[config.mk]
export PLATFORM = sky130hd
export DESIGN_NAME = ball_motion_controller
export DESIGN_NICKNAME = d
export VERILOG_FILES = /design/src/rtl/ball_motion_controller.sv
export SDC_FILE = /design/constraint.sdc
export NUM_CORES = 1
export LEC_CHECK = 0
export CAP_MARGIN = 5
export CORE_MARGIN = 5
export CORE_UTILIZATION = 60
export CTS_BUF_LIST = sky130_fd_sc_hd__clkbuf_4 sky130_fd_sc_hd__clkbuf_8
export CTS_CLUSTER_SIZE = 20
export DETAILED_ROUTE_END_ITERATION = 10
export PLACE_DENSITY_LB_ADDON = 0.3
export SETUP_SLACK_MARGIN = 0.02
export SYNTH_ARGS = -nofsm -noshare
export SYNTH_HDL_FRONTEND = slang
export SYNTH_SLANG_ARGS = --single-unit
[constraint.sdc]
create_clock -name i_Clk -period 5.6 [get_ports i_Clk]
set_clock_uncertainty 0.1 [all_clocks]
set_input_delay 1.12 -clock i_Clk [delete_from_list [all_inputs] [get_ports i_Clk]]
set_output_delay 1.12 -clock i_Clk [all_outputs]
set_load 0.02 [all_outputs]
[src/rtl/ball_motion_controller.sv]
// Ball position/direction owner: steps the ball once per frame, reverses X on wall hits,
// bounces Y at the screen edges and renders a registered ball-video pixel flag.
module ball_motion_controller #(
  parameter int CW           = 10,
  parameter int ACTIVE_W     = 640,
  parameter int ACTIVE_H     = 480,
  parameter int BALL_SIZE    = 8,
  parameter int STEP         = 2,
  parameter int START_X      = 316,
  parameter int START_Y      = 236,
  parameter int SERVE_FRAMES = 60,
  parameter int HOLD_FRAMES  = 4
) (
  input  logic          i_Clk,
  input  logic          i_Reset,
  input  logic [CW-1:0] i_HCount,
  input  logic [CW-1:0] i_VCount,
  input  logic          i_VReset,
  input  logic          i_Hit,
  output logic          o_Ball_Video,
  output logic [CW-1:0] o_Ball_X,
  output logic [CW-1:0] o_Ball_Y,
  output logic          o_Dir_X,
  output logic          o_Dir_Y,
  output logic          o_Bounce
);

  typedef enum logic [1:0] {SERVE, RUN, HOLD} state_t;

  localparam logic [CW:0]   STEP_W = (CW+1)'(STEP);
  localparam logic [CW:0]   SIZE_W = (CW+1)'(BALL_SIZE);
  localparam logic [CW:0]   X_MAX  = (CW+1)'(ACTIVE_W - BALL_SIZE);
  localparam logic [CW:0]   Y_MAX  = (CW+1)'(ACTIVE_H - BALL_SIZE);
  localparam logic [CW-1:0] SERVE_LAST = CW'(SERVE_FRAMES - 1);
  localparam logic [CW-1:0] HOLD_LAST  = CW'(HOLD_FRAMES - 1);

  state_t        state, state_next;
  logic [CW-1:0] frame_cnt, frame_cnt_next;
  logic [CW-1:0] x, x_next, y, y_next;
  logic          dir_x, dir_x_next, dir_y, dir_y_next;
  logic          dx;
  logic [CW:0]   x_step, y_step;
  logic          in_ball;

  // One axis step in CW+1 bits; result is {new_dir, new_pos}, clamping and reversing at the edges.
  function automatic logic [CW:0] step_axis(input logic [CW-1:0] pos, input logic dir,
                                            input logic [CW:0] lim);
    logic [CW:0] ext;
    logic [CW:0] sum;
    logic [CW:0] diff;
    ext  = {1'b0, pos};
    sum  = ext + STEP_W;
    diff = ext - STEP_W;
    if (dir) begin
      if (sum > lim) step_axis = {1'b0, lim[CW-1:0]};
      else           step_axis = {1'b1, sum[CW-1:0]};
    end else begin
      if (ext < STEP_W) step_axis = {1'b1, {CW{1'b0}}};
      else              step_axis = {1'b0, diff[CW-1:0]};
    end
  endfunction

  always_comb begin
    state_next     = state;
    frame_cnt_next = frame_cnt;
    x_next         = x;
    y_next         = y;
    dir_x_next     = dir_x;
    dir_y_next     = dir_y;
    dx             = dir_x;
    x_step         = '0;
    y_step         = '0;
    if (i_VReset) begin
      case (state)
        SERVE: begin
          if (frame_cnt == SERVE_LAST) begin
            state_next     = RUN;
            frame_cnt_next = '0;
          end else begin
            frame_cnt_next = frame_cnt + 1'b1;
          end
        end
        RUN, HOLD: begin
          if (state == RUN && i_Hit) begin
            dx             = ~dir_x;
            state_next     = HOLD;
            frame_cnt_next = '0;
          end else if (state == HOLD) begin
            if (frame_cnt == HOLD_LAST) begin
              state_next     = RUN;
              frame_cnt_next = '0;
            end else begin
              frame_cnt_next = frame_cnt + 1'b1;
            end
          end
          // The clamp test sees the post-hit direction, so an axis reverses at most once per tick.
          x_step     = step_axis(x, dx, X_MAX);
          y_step     = step_axis(y, dir_y, Y_MAX);
          x_next     = x_step[CW-1:0];
          dir_x_next = x_step[CW];
          y_next     = y_step[CW-1:0];
          dir_y_next = y_step[CW];
        end
        default: state_next = SERVE;
      endcase
    end
  end

  always_comb begin
    in_ball = ({1'b0, i_HCount} >= {1'b0, x}) && ({1'b0, i_HCount} < {1'b0, x} + SIZE_W) &&
              ({1'b0, i_VCount} >= {1'b0, y}) && ({1'b0, i_VCount} < {1'b0, y} + SIZE_W);
  end

  always_ff @(posedge i_Clk) begin
    if (i_Reset) begin
      state        <= SERVE;
      frame_cnt    <= '0;
      x            <= CW'(START_X);
      y            <= CW'(START_Y);
      dir_x        <= 1'b1;
      dir_y        <= 1'b1;
      o_Bounce     <= 1'b0;
      o_Ball_Video <= 1'b0;
    end else begin
      state        <= state_next;
      frame_cnt    <= frame_cnt_next;
      x            <= x_next;
      y            <= y_next;
      dir_x        <= dir_x_next;
      dir_y        <= dir_y_next;
      o_Bounce     <= (dir_x_next != dir_x) || (dir_y_next != dir_y);
      o_Ball_Video <= in_ball;
    end
  end

  assign o_Ball_X = x;
  assign o_Ball_Y = y;
  assign o_Dir_X  = dir_x;
  assign o_Dir_Y  = dir_y;

endmodule
==> Word-level counts from Yosys, hierarchy flattened <==
Index checks and enable logic that the tools add are counted.
{ "word_totals": {"inputBits": 24, "elab_cells": 67, "output_inout_bits": 24, "reg_bits": 36} }
{ "op_classes": {"order_cmp": 8, "n_eq_ne": 9, "muxes": 23, "bitwise_logic": 1, "n_reduce_logical": 11, "add_sub_neg": 7} }
{ "ops": {"columns": ["op", "count"], "rows": [
  ["11-bit two-way mux", 6],
  ["10-bit two-way mux", 4],
  ["10-bit by 2-bit adder with 11-bit output, second input constant", 2],
  ["10-bit by 4-bit adder with 11-bit output, second input constant", 2],
  ["10-bit by 11-bit < comparator with 1-bit output", 2],
  ["10-bit greater-or-equal comparator", 2],
  ["10-bit by 2-bit < comparator with 1-bit output, second input constant", 2],
  ["10-bit one-hot mux with 2 select lines", 1],
  ["10-bit by 2-bit subtractor with 10-bit output, second input constant", 2],
  ["11-bit by 10-bit greater-than comparator with 1-bit output, second input constant", 1],
  ["11-bit by 9-bit greater-than comparator with 1-bit output, second input constant", 1],
  ["10-bit by 1-bit adder with 10-bit output, second input constant", 1],
  ["10-bit by 2-bit equality test with 1-bit output, second input constant", 1],
  ["10-bit by 6-bit equality test with 1-bit output, second input constant", 1],
  ["2-bit two-way mux", 4],
  ["1-bit two-way mux", 7],
  ["3-bit inequality test, second input constant", 2],
  ["1-bit logical AND", 4],
  ["2-bit one-hot mux with 2 select lines", 1],
  ["4-bit AND reduction", 1],
  ["3-bit AND reduction", 1],
  ["2-bit by 1-bit equality test with 1-bit output, second input constant", 1],
  ["2-bit equality test, second input constant", 1],
  ["2-bit logical NOT", 1],
  ["7 further kinds", 8]
]} }

==> Longest topological paths before layout <==
{ "logic_depth": {"depth_word": 10, "depth_mapped": 11, "mapped_depth_nobuf": 10} }

==> Worst setup path before layout <==
No wires, ideal clock.
{ "synth_timing": {"path_kind": "reg-to-reg", "startpoint": "reg x[4] (netlist: o_Ball_X[4])", "endpoint": "reg o_Ball_Video", "required_time_ns": 5.408, "setup_time_ns": 0.092, "n_path_buf": 1, "path_slack_ns": 3.073, "arrival_time_ns": 2.336, "path_stages_with_launch": 11, "period_less_slack_ns": 2.527, "path_cell_list": "dfxtp_1 > buf_2 > inv_1 > or4_1 > xnor2_1 > ha_1 > o21a_1 > o21a_1 > o32ai_1 > a31oi_1 > nor4_1"} }
{ "synth_between": {"elab_chain_cells": 5, "word_cells_on_any_way": 6, "cone_classes": "add/sub (1); order compare (2); reduce/logical (3)"} }
{ "synth_rtl": {"columns": ["item", "line", "text"], "rows": [
  ["start, declared", "39", "logic [CW-1:0] x, x_next, y, y_next;"],
  ["start signal, assigned", "118", "x <= CW'(START_X);"],
  ["start signal, assigned", "127", "x <= x_next;"],
  ["10-bit by 4-bit adder with 11-bit output", "110", "in_ball = ({1'b0, i_HCount} >= {1'b0, x}) && ({1'b0, i_HCount} < {1'b0, x} + SIZE_W) &&"],
  ["10-bit by 11-bit < comparator with 1-bit output", "110", null],
  ["1-bit logical AND (*) (2 in a row)", "110", null],
  ["1-bit logical AND (*)", "111", "({1'b0, i_VCount} >= {1'b0, y}) && ({1'b0, i_VCount} < {1'b0, y} + SIZE_W);"],
  ["end signal, assigned", "132", "o_Ball_Video <= in_ball;"],
  ["end, declared", "20", "output logic o_Ball_Video,"]
]} }
Every way passes the cells marked *; elsewhere a longest branch is shown, timed or not.
A chain may end at the register's enable or synchronous reset.

==> Worst setup path after layout <==
{ "layout_timing": {"startpoint": "in i_Hit", "endpoint": "reg x[7] (netlist: o_Ball_X[7])"} }
{ "layout_between": {"elab_chain_cells": 5} }
{ "layout_rtl": {"columns": ["item", "line", "text"], "rows": [
  ["start, declared", "19", "input logic i_Hit,"],
  ["1-bit logical AND", "84", "if (state == RUN && i_Hit) begin"],
  ["1-bit two-way mux", "84", null],
  ["1-bit two-way mux", "74", "case (state)"],
  ["1-bit two-way mux", "73", "if (i_VReset) begin"],
  ["11-bit two-way mux", "54", "if (dir) begin"]
]} }
Every way passes these cells. The select of a mux whose other input is x is not followed.

==> impl_metrics.tcl <==
set metrics [dict create \
    status "completed" \
    power_density_mw_per_mm2 140.7 \
    fin_crit_sh_pct 56.41 \
    cts_tree "yes" \
    synth_area_mm2 0.003367 \
    leakagePower_uw 0.001501 \
    cts.clk_slew.worst_paths_ns 0.07 \
    ios 48 \
    slew_viol_final 0 \
    drive_above_1_share_pct 3.594 \
    drtIter0Drc 315 \
    crit_required_ns 5.70 \
    numCtsBuffers 5 \
    min_path_type "flop to flop" \
    core.rowCount 27 \
    start_kind "input port" \
    port_buffers 43 \
    p_seq_share_pct 47.1 \
    fill_cells 467 \
    layout_common_cells "45 x ha_1, 43 x clkdlybuf4s50_1, 39 x nand2_1" \
    drtAntennaViolNets 0 \
    drc 0 \
    root_buffer "clkbuf_8" \
    max_freq_mhz 316.6 \
    grt_usage_pct 23.84 \
    synth.distinct_cells 61 \
    async_reset_ff_share_pct 0 \
    synth_ff_type "dfxtp_1" \
    final_common_cell "ha_1" \
    coreArea_mm2 0.005473 \
    finalWeightedCongestion 0.9114 \
    setup_tns_ns 0 \
    clk_latency_ns 0.29 \
    synth_edf_count 0 \
    cts-htree-levels 2 \
    path_class "input port to flop" \
    antenna_cells 0 \
    grt_start_max_net_pins 32 \
    grt_pass1_vias 3214 \
    cts_hold_buf 0 \
    relSlewSlack_pct 22.17 \
    switching_share_pct 27.98 \
    synth.yosys.seq_area_share_pct 20.22 \
    wire_per_inst_um 15.48 \
    cts_resized 0 \
    p_int_uw 392.5 \
    cts_setup_buffers 0 \
    max_slew.worst_pin.slew_ns 1.164 \
    arrival_ns 3.26 \
    vias_per_cell 6.257 \
    rsz0062_at_grt "false" \
    hpwl_um 6320 \
    setup_viol 0 \
    combPwrFrac_pct 17.3 \
    overflow 0 \
    p_switching_uw 152.5 \
    fin_crit_ns 3.159 \
    die_w_um 84.91 \
    peakVddDrop_mv 0.1210 \
    grt_antenna_before_repair 0 \
    cts_sinks 34 \
    ys.warnings.count 0 \
    synth_seq_cells 34 \
    start_util_pct 61.52 \
    end_kind "flop" \
    clockBufferDepth 2 \
    drt_first_pass_iters 6 \
    critPathMaxFanout 10 \
    die_h_um 84.91 \
    finalWirelength_um 8435 \
    areaGrowthSynthToFinish_pct 15.05 \
    cap_violations 0 \
    dp_slack_ns 2.192 \
    avgSynthCellArea_um2 7.549 \
    vias 3410 \
    synth_cells 446 \
    dieArea_mm2 0.007210 \
    nNetsFinal 541 \
    clockPowerShare_pct 35.6 \
    final-hold-violation-count 0 \
    grt_first_pass_wirelength_um 14630 \
    layout_setup_ws_ns 2.441 \
]
## registers in the layout (all words and copies together) (netlist names)
register / cells
o_Dir_Y: 1
state: 2
frame_cnt: 10
o_Bounce: 1
o_Ball_Y: 9
o_Ball_X: 9
o_Ball_Video: 1
o_Dir_X: 1
## power groups by stage
stage	Sequential, uW	Combinational [uW]	Clock (uW)
global route	258	106	209
finish	257	94.2	194
CTS	256	94.9	200
global placement	262	90.6	0
floorplan	259	62.4	0
detailed placement	262	94.3	0
## final cells by class
type	count	area (um2)	area share [%]
clock buffer	6	82.58	2.132
clock inverter	2	12.51	0.3230
sequential	34	680.7	17.57
inverter	32	120.1	3.101
timing repair buffer	43	430.4	11.11
multi-input combinational	356	2457	63.44
tap	72	90.09	2.326
## worst max-delay path: stages
cell and delay, ns:
clkdlybuf4s50_1 0.52, nand2_1 0.09, xor2_1 0.62, nand2b_1 0.37, nor4b_1 0.32, a21oi_1 0.07
o2bb2ai_1 0.14
## synth_stat cells, drive strengths merged, types with 5 or more instances
library cell	count	area, um2
a211oi	9	77.57
a21oi	23	115.1
a221oi	5	56.31
a31oi	9	56.30
and4	5	43.79
buf	11	60.05
clkbuf	14	52.55
dfxtp	34	680.7
ha	45	563.0
inv	32	120.1
nand2	39	146.4
nand3	18	90.09
nand4	14	87.58
nor2	38	142.6
nor3	16	80.08
nor4	8	56.30
o21a	12	90.09
o21ai	28	143.9
xnor2	19	166.4
xor2	8	70.07
## worst paths after layout
kind                             from                  endpoint  slack (ns)  depth (start not counted)
max                             i_Hit  o_Ball_X[7]$_SDFFE_PP0P_        2.44                          7
min             state[0]$_SDFFE_PP0P_     state[0]$_SDFFE_PP0P_        0.40                          2
max reg2reg  o_Ball_X[3]$_SDFFE_PP1P_   o_Ball_Video$_SDFF_PP0_        2.80                          9
min reg2reg     state[0]$_SDFFE_PP0P_     state[0]$_SDFFE_PP0P_        0.40                          2
## logic make-up (layout without fill, tap and decap cells)
family | Yosys count | after routing | synth area share [%]
AOI/OAI and AO/OA | 120 | 120 | 24.38
xor gates and xnor gates | 27 | 27 | 7.024
adders and majority gates | 45 | 45 | 16.72
buffers and inverters | 57 | 83 | 6.912
DFF | 34 | 34 | 20.22
muxes | 1 | 1 | 0.2973
other | 1 | 2 | 0.1114
and+or+nand+nor | 161 | 161 | 24.34
## through the flow
stage | area, um2 | hold slack, ns | utilization (%) | total power (uW) | std cells
final | 3874 | 0.3985 | 70.78 | 545.0 | 545
after global routing | 3874 | 0.4401 | 70.78 | 573.2 | 545
after CTS | 3874 | 0.4008 | 70.78 | 550.7 | 545
after detailed placement | 3779 | 0.3890 | 69.04 | 356.2 | 537
after global placement | 3779 | 0.3844 | 69.04 | 352.2 | 537
after floorplan | 3371 | 0.3658 | - | 321.2 | 447
## layer usage
layer  GRT usage, %  up-vias  share of wire [%]
li1               -     1688                  -
met1          32.24     1560                 46
met2          39.79      150                 46
met3          3.592       12                6.9
met4          5.899        0                1.3
met5              0        -                  0
Power figures use the tool's default switching activity.
